## config.mk

```make
export PLATFORM = sky130hd
export DESIGN_NAME = text_line_sequencer_flat
export DESIGN_NICKNAME = d
export VERILOG_FILES = /design/src/rtl/text_line_sequencer_if.sv /design/src/rtl/text_line_sequencer.sv /design/src/flat_wrapper.sv
export SDC_FILE = /design/constraint.sdc
export NUM_CORES = 1
export LEC_CHECK = 0
export ABC_AREA = 0
export BUFFER_PORTS_ARGS = -buffer_cell sky130_fd_sc_hd__buf_2
export CAP_MARGIN = 25
export CORE_ASPECT_RATIO = 0.7
export CORE_MARGIN = 5
export CORE_UTILIZATION = 59
export DETAILED_ROUTE_END_ITERATION = 6
export PLACE_DENSITY = 0.91
export SKIP_CTS_REPAIR_TIMING = 1
export SLEW_MARGIN = 0
export SYNTH_ARGS = -nofsm -noshare
export SYNTH_HDL_FRONTEND = slang
export SYNTH_SLANG_ARGS = --single-unit
export TNS_END_PERCENT = 10
```

## constraint.sdc

```tcl
create_clock -name clk -period 34.2 [get_ports clk]
set_input_delay 8.55 -clock clk [delete_from_list [all_inputs] [get_ports clk]]
set_output_delay 8.55 -clock clk [all_outputs]
set_load 0.005 [all_outputs]
```

## src/rtl/text_line_sequencer_if.sv

```systemverilog
// Byte-stream handshake between the line sequencer (master) and a character sink.
//   out_valid  : master -> slave, byte present
//   out_ready  : slave -> master, byte accepted when out_valid=1
//   out_data   : master -> slave, command or character byte
//   out_is_cmd : master -> slave, 1 = cursor command, 0 = character
interface text_line_sequencer_if;
  logic       out_valid;
  logic       out_ready;
  logic [7:0] out_data;
  logic       out_is_cmd;

  modport master (output out_valid, output out_data, output out_is_cmd, input out_ready);
  modport slave  (input out_valid, input out_data, input out_is_cmd, output out_ready);
endinterface

```

## src/rtl/text_line_sequencer.sv

```systemverilog
// Snapshots four 16-character text lines on start and streams them to a
// byte-wide display sink: per line, one cursor-address command then 16 chars.
//   clk, rst      : clock, asynchronous active-high reset
//   start_i       : capture line0_i..line3_i and send them (merged while busy)
//   line0_i..3_i  : 128-bit text lines, first character in [127:120]
//   out_if        : master side of the valid/ready byte stream
//   busy_o        : frame in progress
//   done_o        : one-cycle pulse after the last byte of line 3 is accepted
module text_line_sequencer #(
  parameter logic [7:0]  PAD_CHAR     = 8'h20,
  parameter logic [7:0]  CMD_SET_ADDR = 8'h80,
  parameter logic [31:0] LINE_ADDRS   = 32'h0040_1050
) (
  input  logic                  clk,
  input  logic                  rst,
  input  logic                  start_i,
  input  logic [127:0]          line0_i,
  input  logic [127:0]          line1_i,
  input  logic [127:0]          line2_i,
  input  logic [127:0]          line3_i,
  text_line_sequencer_if.master out_if,
  output logic                  busy_o,
  output logic                  done_o
);

  localparam int unsigned LINE_W = 128;
  localparam int unsigned NLINES = 4;

  localparam logic [1:0] S_IDLE = 2'd0;
  localparam logic [1:0] S_CMD  = 2'd1;
  localparam logic [1:0] S_CHAR = 2'd2;
  localparam logic [1:0] S_DONE = 2'd3;

  logic [1:0]                    state_q, state_d;
  logic [1:0]                    line_q, line_d;
  logic [3:0]                    char_q, char_d;
  logic                          pending_q, pending_d;
  logic [NLINES-1:0][LINE_W-1:0] snap_q, snap_d;
  logic                          valid_q, valid_d;
  logic [7:0]                    data_q, data_d;
  logic                          is_cmd_q, is_cmd_d;
  logic                          busy_q, busy_d;
  logic                          done_q, done_d;

  logic [NLINES-1:0][LINE_W-1:0] lines_in;
  logic                          xfer;

  assign lines_in = {line3_i, line2_i, line1_i, line0_i};
  assign xfer     = valid_q && out_if.out_ready;

  // Character idx of a line; the LSB offset 8*(15-idx) equals {~idx,3'b000}.
  function automatic logic [7:0] char_byte(input logic [LINE_W-1:0] ln, input logic [3:0] idx);
    logic [7:0] b;
    b = ln[{~idx, 3'b000} +: 8];
    return (b == 8'h00) ? PAD_CHAR : b;
  endfunction

  // Cursor command for a line; line 0 address sits in the top byte.
  function automatic logic [7:0] cmd_byte(input logic [1:0] ln);
    return CMD_SET_ADDR | LINE_ADDRS[{~ln, 3'b000} +: 8];
  endfunction

  // Next-state and next-output logic
  always_comb begin
    state_d   = state_q;
    line_d    = line_q;
    char_d    = char_q;
    pending_d = pending_q;
    snap_d    = snap_q;
    valid_d   = valid_q;
    data_d    = data_q;
    is_cmd_d  = is_cmd_q;
    busy_d    = busy_q;
    done_d    = 1'b0;

    case (state_q)
      S_IDLE: begin
        if (start_i) begin
          snap_d   = lines_in;
          state_d  = S_CMD;
          line_d   = 2'd0;
          char_d   = 4'd0;
          valid_d  = 1'b1;
          is_cmd_d = 1'b1;
          data_d   = cmd_byte(2'd0);
          busy_d   = 1'b1;
        end
      end
      S_CMD: begin
        if (start_i) pending_d = 1'b1;
        if (xfer) begin
          state_d  = S_CHAR;
          char_d   = 4'd0;
          is_cmd_d = 1'b0;
          data_d   = char_byte(snap_q[line_q], 4'd0);
        end
      end
      S_CHAR: begin
        // A start coinciding with the final transfer is also held as pending
        if (start_i) pending_d = 1'b1;
        if (xfer) begin
          if (char_q != 4'd15) begin
            char_d = char_q + 4'd1;
            data_d = char_byte(snap_q[line_q], char_q + 4'd1);
          end else begin
            char_d = 4'd0;
            if (line_q != 2'd3) begin
              line_d   = line_q + 2'd1;
              state_d  = S_CMD;
              is_cmd_d = 1'b1;
              data_d   = cmd_byte(line_q + 2'd1);
            end else begin
              state_d = S_DONE;
              valid_d = 1'b0;
              busy_d  = 1'b0;
              done_d  = 1'b1;
            end
          end
        end
      end
      S_DONE: begin
        line_d = 2'd0;
        // A queued (or same-cycle) request restarts without an IDLE cycle
        if (pending_q || start_i) begin
          pending_d = 1'b0;
          snap_d    = lines_in;
          state_d   = S_CMD;
          valid_d   = 1'b1;
          is_cmd_d  = 1'b1;
          data_d    = cmd_byte(2'd0);
          busy_d    = 1'b1;
        end else begin
          state_d = S_IDLE;
        end
      end
      default: state_d = S_IDLE;
    endcase
  end

  // State and output registers
  always_ff @(posedge clk or posedge rst) begin
    if (rst) begin
      state_q   <= S_IDLE;
      line_q    <= 2'd0;
      char_q    <= 4'd0;
      pending_q <= 1'b0;
      snap_q    <= '0;
      valid_q   <= 1'b0;
      data_q    <= 8'h00;
      is_cmd_q  <= 1'b0;
      busy_q    <= 1'b0;
      done_q    <= 1'b0;
    end else begin
      state_q   <= state_d;
      line_q    <= line_d;
      char_q    <= char_d;
      pending_q <= pending_d;
      snap_q    <= snap_d;
      valid_q   <= valid_d;
      data_q    <= data_d;
      is_cmd_q  <= is_cmd_d;
      busy_q    <= busy_d;
      done_q    <= done_d;
    end
  end

  assign out_if.out_valid  = valid_q;
  assign out_if.out_data   = data_q;
  assign out_if.out_is_cmd = is_cmd_q;
  assign busy_o            = busy_q;
  assign done_o            = done_q;

endmodule
```

## src/flat_wrapper.sv

```systemverilog
// flat-port wrapper written by rule: the top's interface ports become plain ports
module text_line_sequencer_flat 
#(
  parameter logic [7:0]  PAD_CHAR     = 8'h20,
  parameter logic [7:0]  CMD_SET_ADDR = 8'h80,
  parameter logic [31:0] LINE_ADDRS   = 32'h0040_1050
)
  (clk, rst, start_i, line0_i, line1_i, line2_i, line3_i, busy_o, done_o, out_if_out_valid, out_if_out_data, out_if_out_is_cmd, out_if_out_ready);
  text_line_sequencer_if out_if_i ();
  input  logic clk;
  input  logic rst;
  input  logic start_i;
  input  logic [127:0] line0_i;
  input  logic [127:0] line1_i;
  input  logic [127:0] line2_i;
  input  logic [127:0] line3_i;
  output logic busy_o;
  output logic done_o;
  output wire logic [$bits(out_if_i.out_valid)-1:0] out_if_out_valid;
  output wire logic [$bits(out_if_i.out_data)-1:0] out_if_out_data;
  output wire logic [$bits(out_if_i.out_is_cmd)-1:0] out_if_out_is_cmd;
  input wire logic [$bits(out_if_i.out_ready)-1:0] out_if_out_ready;
  assign out_if_out_valid = out_if_i.out_valid;
  assign out_if_out_data = out_if_i.out_data;
  assign out_if_out_is_cmd = out_if_i.out_is_cmd;
  assign out_if_i.out_ready = out_if_out_ready;
  text_line_sequencer #(.PAD_CHAR(PAD_CHAR), .CMD_SET_ADDR(CMD_SET_ADDR), .LINE_ADDRS(LINE_ADDRS)) u_core (.clk(clk), .rst(rst), .start_i(start_i), .line0_i(line0_i), .line1_i(line1_i), .line2_i(line2_i), .line3_i(line3_i), .out_if(out_if_i), .busy_o(busy_o), .done_o(done_o));
endmodule
```

==> summary.md, run 1 <==
| Metric | Value |
|---|---|
| Final setup TNS | 0 ns |
| Most used cell, CP | buf_4 |
| Leakage power | roughly 15 nW |
| Die height | 178.8 microns |
| Final ANT Viol Nets | 0 |
| Final Util | between 70% and 80% |
| First-pass GRT wire length | a little over 100 mm |
| Nets | roughly 2.5k |
| Ranking of synthesized cells by area | dfrtp_1, mux2_2, mux4_2, a22oi_1, clkbuf_1 |
| Layout area overhead | 20.63% |
| Fmax achieved | between 90 and 100 MHz |
| Min-delay worst type | reg2reg |
| GRT Resource Usage Total | a little under a third |
| Via count | roughly 16k |
| Antenna violations before repair | 40 |
| Share of layout cells above drive strength 1 | between 60% and 70% |
| Final hold violations | 0 |
| CTS clk-pin slew, worst paths | approximately 0.060 ns |
| Post-synth EDFFs | 0 |
| CTS sink cnt | 532 |
| PwrDens | around 43 nW/um^2 |
| Slew @ Worst Pin | roughly 1.1 ns |
| Setup Slack @ Placement | 21.98 ns |
| Vias in the first global route | ~17k |
| CP Launch Type | input pin |
| CTS tree | built |
| Slowest cell on the critical path | buf_12 |
| Setup Skew | about 0.015 ns |
| Maximum clock path buffer count | 3 |
| Post-route cell area | about 29000 sq um |
| Via/cell ratio | between 6 and 7 |
| CP arrival | roughly 11 ns |
| Main synth FF type | dfrtp_1 |
| GPL Wtd Cong | between 0.9 and 1 |
| Status | completed |
| Final period util | 30.76% |
| Post-Layout Cell Count | 2600 |
| Initial drt markers | approximately 1.2k |
| Wirelength per Cell | around 27 microns |
| Syn avg cell area | approximately 16 sq um |
| Starting Density | 60.14% |
| Register bit total from synthesis | around 530 |
| DRC Markers | 0 |
| Largest net degree at the start of global routing | ~190 |
| Core area | ~40000 sq um |
| Fin worst setup slack | 23.68 ns |
| Final Critical Period | about 11 ns |
| Synth area leader | dfrtp_1 |
| CP top delay family | buffers and inverters |
| Register area share after synthesis | a little under three fifths |
| Synth cell types | 51 |
| Final setup fails | 0 |
| Fin Hold WS | roughly 0.50 ns |
| Aggregate routed wire length | around 70 mm |
| Rows | between 60 and 70 |
| Drt pass-1 iters | 4 |
| Unrepaired setup endpoints after global routing | false |
| Worst setup EP type | register |
| Max incr delay on CP | approximately 0.62 ns |
| Kind of critical path | in2reg |
| IO buf count | 527 |
| Slew Viols, Final | 0 |
| Cells after Synth | roughly 1.5k |
| # placed instances | 2475 |
| Slew Limit Headroom | about 28% |
| Synth warn | 0 |
| Asr flop ratio synth | 100.0% |
| Placed inst area | between 20000 and 30000 sq um |
| CP max FO | between 150 and 200 |
| Die width | 251.1 microns |
| Worst path cell trace | buf_2 > o22ai_4 > buf_12 > buf_4 > buf_4 > buf_16 > mux2_2 |
| Critical path buffer and inverter count | 5 |
| Num CTS Buffers | 48 |
| Global route overflow | 0 |
| Dpl hpwl | between 50 and 60 mm |
| Required time of the critical path | around 35 ns |
| Max H-tree Level | 2 |
| Root Driver | clkbuf_16 |
| Synth Net Count | a little over 2k |
| Worst-Skew Late Latency | 0.56 ns |
| Total die area | about 45000 sq um |
| Area share of the largest cell type after synthesis | 55.46% |
| Max-Cap Viols | 0 |
| Total power draw | between 1 and 1.5 mW |
| IO Pins | ~530 |
| VDD IR max | approximately 0.044 mV |
| Synthesized area | 24000 sq um |
## cells in the final DEF (no fill, tap or decap), drive strengths merged, types with 5 or more instances in the layout
master | synthesis | final
a22o | 6 | 6
ha | 9 | 9
buf | 33 | 553
mux2 | 513 | 513
nand2 | 32 | 32
a22oi | 44 | 44
inv | 12 | 12
clkbuf | 72 | 69
o21ai | 12 | 12
nor4 | 6 | 6
a21oi | 21 | 21
dfrtp | 532 | 532
nor2 | 8 | 8
nand4 | 5 | 5
bufinv | 0 | 8
o22ai | 6 | 6
clkinv | 0 | 9
nand3 | 9 | 9
mux4 | 132 | 132
nor2b | 5 | 5
diode | 0 | 31
a211oi | 8 | 8
## final timing paths
path | end | slack, ns | cells after the start | start
max | u_core.snap_q[29] | 23.68 | 7 | start_i
min | u_core.out_if.out_is_cmd | 0.50 | 2 | u_core.out_if.out_is_cmd
max reg2reg | u_core.out_if.out_data[0] | 29.57 | 9 | u_core.line_q[0]
min reg2reg | u_core.out_if.out_is_cmd | 0.50 | 2 | u_core.out_if.out_is_cmd
max in group asynchronous | u_core.snap_q[309] | 23.92 | 5 | rst
min in group asynchronous | u_core.snap_q[459] | 8.20 | 2 | rst
## worst min-delay path, stage by stage (launching register included)
cell	delay, ns
dfrtp_1	0.36
nand2_1	0.05
o21ai_0	0.06
## layout make-up
| cell class | instances | area (sq um) |
|---|---|---|
| Sequential cell | 532 | 13320 |
| Fill cell | 2459 | 10960 |
| Multi-Input combinational cell | 851 | 10160 |
| Timing Repair Buffer | 553 | 2985 |
| Clock buffer | 69 | 1401 |
| Tap cell | 535 | 669.4 |
| Clock inverter | 17 | 289.0 |
| Antenna cell | 31 | 77.57 |
| Inverter | 12 | 52.55 |
## flip-flops by register name, summed over array words and instances (netlist names)
signal and flops:
u_core.line_q 2, u_core.pending_q 1, u_core.state_q 2, u_core.out_if.out_is_cmd 1, u_core.out_if.out_data 8, u_core.char_q 4
u_core.out_if.out_valid 1, u_core.done_o 1, u_core.snap_q 512
## synth_stat cells (2+ instances only)
cell type  instances
a31oi_1            3
buf_4              5
a22oi_1           44
clkbuf_1          72
a22o_1             6
buf_6              8
o21ai_0            6
a211oi_1           8
mux4_2           132
buf_1              7
nor2_1             8
o31ai_1            2
a32o_1             2
inv_1             12
dfrtp_1          532
xnor2_1            3
a2111oi_0          2
ha_1               9
nor2b_1            5
o22ai_1            6
mux2i_1            3
nand4_1            5
nand2_1           32
mux2_2           513
o21ai_1            6
nand3_1            9
and2_1             2
a21oi_1           21
nor4_2             5
buf_2             11
## power breakdown
part | internal, mW | switching, mW
Sequential | 0.629 | 0
Combinational | 0.0228 | 0.0248
Clock | 0.345 | 0.236
Total | 0.997 | 0.260
## layer usage
metal  vias up  share of wire, %  track usage (%)  routed length [microns]
li1       6708                 -                -                        -
met1      8243                39            40.25                    26880
met2       679                50            49.90                    34500
met3       155               8.6            8.918                     5996
met4        22               3.1            10.20                     2181
met5         -              0.20                0                      136
## cell families (layout without fill, tap and decap cells)
group                      after synthesis  count (layout)  share of synthesized area (%)
adders and majority gates                9               9                         0.4691
other                                    0              31                              0
muxes                                  648             648                          36.58
and+or+nand+nor                         75              75                          1.673
DFF                                    532             532                          55.46
buffers and inverters                  117             651                          2.330
xor gates and xnor gates                 4               4                         0.1460
AOI/OAI and AO/OA                      115             115                          3.346
Power figures use the tool's default switching activity.
==> run 2: changes to the inputs <==
ABC_AREA = 1   (was 0)
CORE_UTILIZATION = 50   (was 59)
PLACE_DENSITY = 0.82   (was 0.91)
clock period = 9.55 ns   (was 34.2 ns; I/O delays follow)
==> run 2 against run 1 <==
Total power grew to 8.8 times the previous value. Critical path type unchanged. Largest cell class unchanged. Clock-buffer cell count grew 7. Highest routed layer unchanged. Register-to-register slack lost 24 ns.
==> summary.md, run 2 <==
| Metric | Value |
|---|---|
| Post-synth EDFFs | 0 (unchanged) |
| Die width | 279.0 microns (+11%) |
| Min-delay worst type | reg2reg |
| Aggregate routed wire length | 77.72 mm (+12%) |
| Unrepaired setup endpoints after global routing | false |
| Leakage power | 14.04 nW (-5.0%) |
| Initial drt markers | 2036 (+68%) |
| Share of layout cells above drive strength 1 | 39.79% (-24 points) |
| Wirelength per Cell | 21.66 microns (-19%) |
| Reg2reg path depth | 16 (+7) |
| Final Util | 58.99% (-14 points) |
| Register bit total from synthesis | 532 (unchanged) |
| CP Launch Type | input pin |
| Commonest non-fill, non-tap cell in the layout | nand2_1 |
| Final period util | between 40 and 50% |
| Final Critical Period | approximately 4.6 ns |
| Worst setup EP type | register |
| Top post-synthesis cells by count | nand2_1, dfrtp_1, mux2_2 |
| Most frequent cell after synthesis | nand2_1 |
| Via count | 20.31k (+28%) |
| Final ANT Viol Nets | 0 (unchanged) |
| Rows | 69 (+13%) |
| Synth cell types | 25 (-51%) |
| Required time of the critical path | 10.01 ns (-24.63 ns) |
| Final hold violations | 0 (unchanged) |
| Fmax achieved | ~220 MHz |
| Die height | 198.3 microns (+11%) |
| Synth Net Count | 2945 (+45%) |
| CP max FO | 78 (-58%) |
| Drt pass-1 iters | 7 (+3) |
| Status | completed |
| Worst-Skew Late Latency | 0.58 ns (+0.02 ns) |
| Post-Layout Cell Count | 3588 (+38%) |
| Final setup fails | 0 (unchanged) |
| Dpl hpwl | 54.29 mm (+8.2%) |
| Setup Slack @ Placement | 4.403 ns (-17.57 ns) |
| Starting Density | 50.22% (-9.9 points) |
| # placed instances | 3477 (+40%) |
| Syn avg cell area | 10.46 sq um (-35%) |
| Cells after Synth | 2420 (+61%) |
| Core area | 50420 sq um (+26%) |
| Hold Path Cell Cnt | 2 (unchanged) |
| Total power draw | 11.08 mW (+780%) |
| Fin worst setup slack | 4.916 ns (-18.76 ns) |
| Num CTS Buffers | 51 (+6.3%) |
| Max H-tree Level | 2 (unchanged) |
| Root Driver | clkbuf_16 |
| Area share of the largest cell type after synthesis | 52.58% (-2.9 points) |
| Register area share after synthesis | 52.58% (-2.9 points) |
| Asr flop ratio synth | 100.0% (unchanged) |
| Biggest register | u_core.snap_q |
| Ranking of synthesized cells by area | dfrtp_1, mux2_2, nand2_1, nand3_1, buf_2 |
| CP arrival | 5.09 ns (-5.87 ns) |
| Antenna violations before repair | 42 (+5.0%) |
| Global route overflow | 0 (unchanged) |
| Max-Cap Viols | 0 (unchanged) |
| Synth warn | 0 (unchanged) |
| IO buf count | 527 (unchanged) |
| Most frequent cells in the layout | nand2_1, dfrtp_1, buf_2 |
| DRC Markers | 0 (unchanged) |
| Slew @ Worst Pin | 1.231 ns (+0.1468 ns) |
| Layout area overhead | 17.46% |
| Fin Hold WS | 0.5027 ns (+0.002519 ns) |
| Setup Skew | 0.01659 ns (+0.001253 ns) |
| IO Pins | 528 (unchanged) |
| Slew Limit Headroom | 17.96% (-9.8 points) |
| GPL Wtd Cong | 0.8868 (-1.7%) |
| GRT Resource Usage Total | 27.21% (-3.4 points) |
| Total die area | 55310 sq um (+23%) |
| Synth area leader | dfrtp_1 |
| Nets | 3381 (+34%) |
| Slew Viols, Final | 0 (unchanged) |
| Kind of critical path | in2reg |
| Synthesized area | 25320 sq um (+5.5%) |
| Maximum clock path buffer count | 3 (unchanged) |
| Main synth FF type | dfrtp_1 |
| CTS tree | built |
| Via/cell ratio | 5.660 (-6.9%) |
| PwrDens | 372.6 nW/um^2 (+760%) |
| Largest net degree at the start of global routing | 191 (+1.6%) |
| CTS sink cnt | 532 (unchanged) |
| VDD IR max | 0.2948 mV (+580%) |
| Vias in the first global route | 20.88k (+21%) |
| CTS clk-pin slew, worst paths | 0.06 ns (about the same) |
| First-pass GRT wire length | 117.8 mm (+14%) |
| Max FFs per register | 512 (unchanged) |
[run 2: cell count changes in the layout (fill, tap and decap cells not counted), moves of 6 or more]
cell	before	now
mux4_2	132	0
a211oi_1	8	0
a21oi_1	21	3
o21ai_0	6	19
buf_16	7	0
a22oi_1	44	0
nand2_1	32	684
nand3_1	9	439
bufinv_16	8	1
inv_1	11	17
[run 2: stage by stage]
step	TNS (ns)	area, sq um
after CTS	0	29680
after global routing	0	29720
after detailed placement	0	28090
final	0	29740
after global placement	0	28090
after floorplan	-37.01	25320
[run 2: final timing paths]
check	from	to	slack, ns
worst max-delay path	start_i	u_core.snap_q[457]	4.92
worst min-delay path	u_core.out_if.out_data[5]	u_core.out_if.out_data[5]	0.50
worst max register to register	u_core.line_q[0]	u_core.out_if.out_data[6]	5.40
worst min register to register	u_core.out_if.out_data[5]	u_core.out_if.out_data[5]	0.50
max in group asynchronous	rst	u_core.line_q[1]	5.97
min in group asynchronous	rst	u_core.snap_q[86]	2.00
[run 2: kinds of logic (layout without fill, tap and decap cells)]
group / Yosys count / count (layout) / share of synthesized area, %
fa+ha+maj: 9 / 9 / 0.4447
flops: 532 / 532 / 52.58
compound gates: 39 / 39 / 0.9191
other cells: 0 / 26 / 0
buf+inv: 192 / 660 / 4.146
mux: 512 / 512 / 22.77
xor+xnor: 2 / 2 / 0.1285
simple gates: 1134 / 1134 / 19.01
[run 2: cell type report]
cell class | instances | area [sq um]
repair buffers | 550 | 2848
clock buffers | 76 | 1513
fillers | 4129 | 20680
well taps | 674 | 843.3
multi-input cells | 1696 | 10960
flip-flops and latches | 532 | 13320
clock inverters | 9 | 76.32
diodes | 26 | 65.06
inverters | 25 | 111.4
[run 2: critical path, stage by stage]
cell	delay (ns)
buf_2	0.12
nor2_1	0.16
nand2_1	0.12
o211ai_1	0.14
buf_4	0.78
buf_4	0.84
mux2_2	0.42
[run 2: report_power, final]
part           total (mW)  internal (mW)  switching, mW
Combinational        5.02           2.34           2.67
Clock                1.97           1.11          0.856
Sequential           4.10           3.45          0.652
[run 2: metal layers]
metal	global-route usage, %	vias up	share of wire (%)
li1	-	9099	-
met1	36.71	10120	41
met2	42.87	871	46
met3	8.168	182	9.5
met4	8.603	32	3.0
met5	0	-	0.22
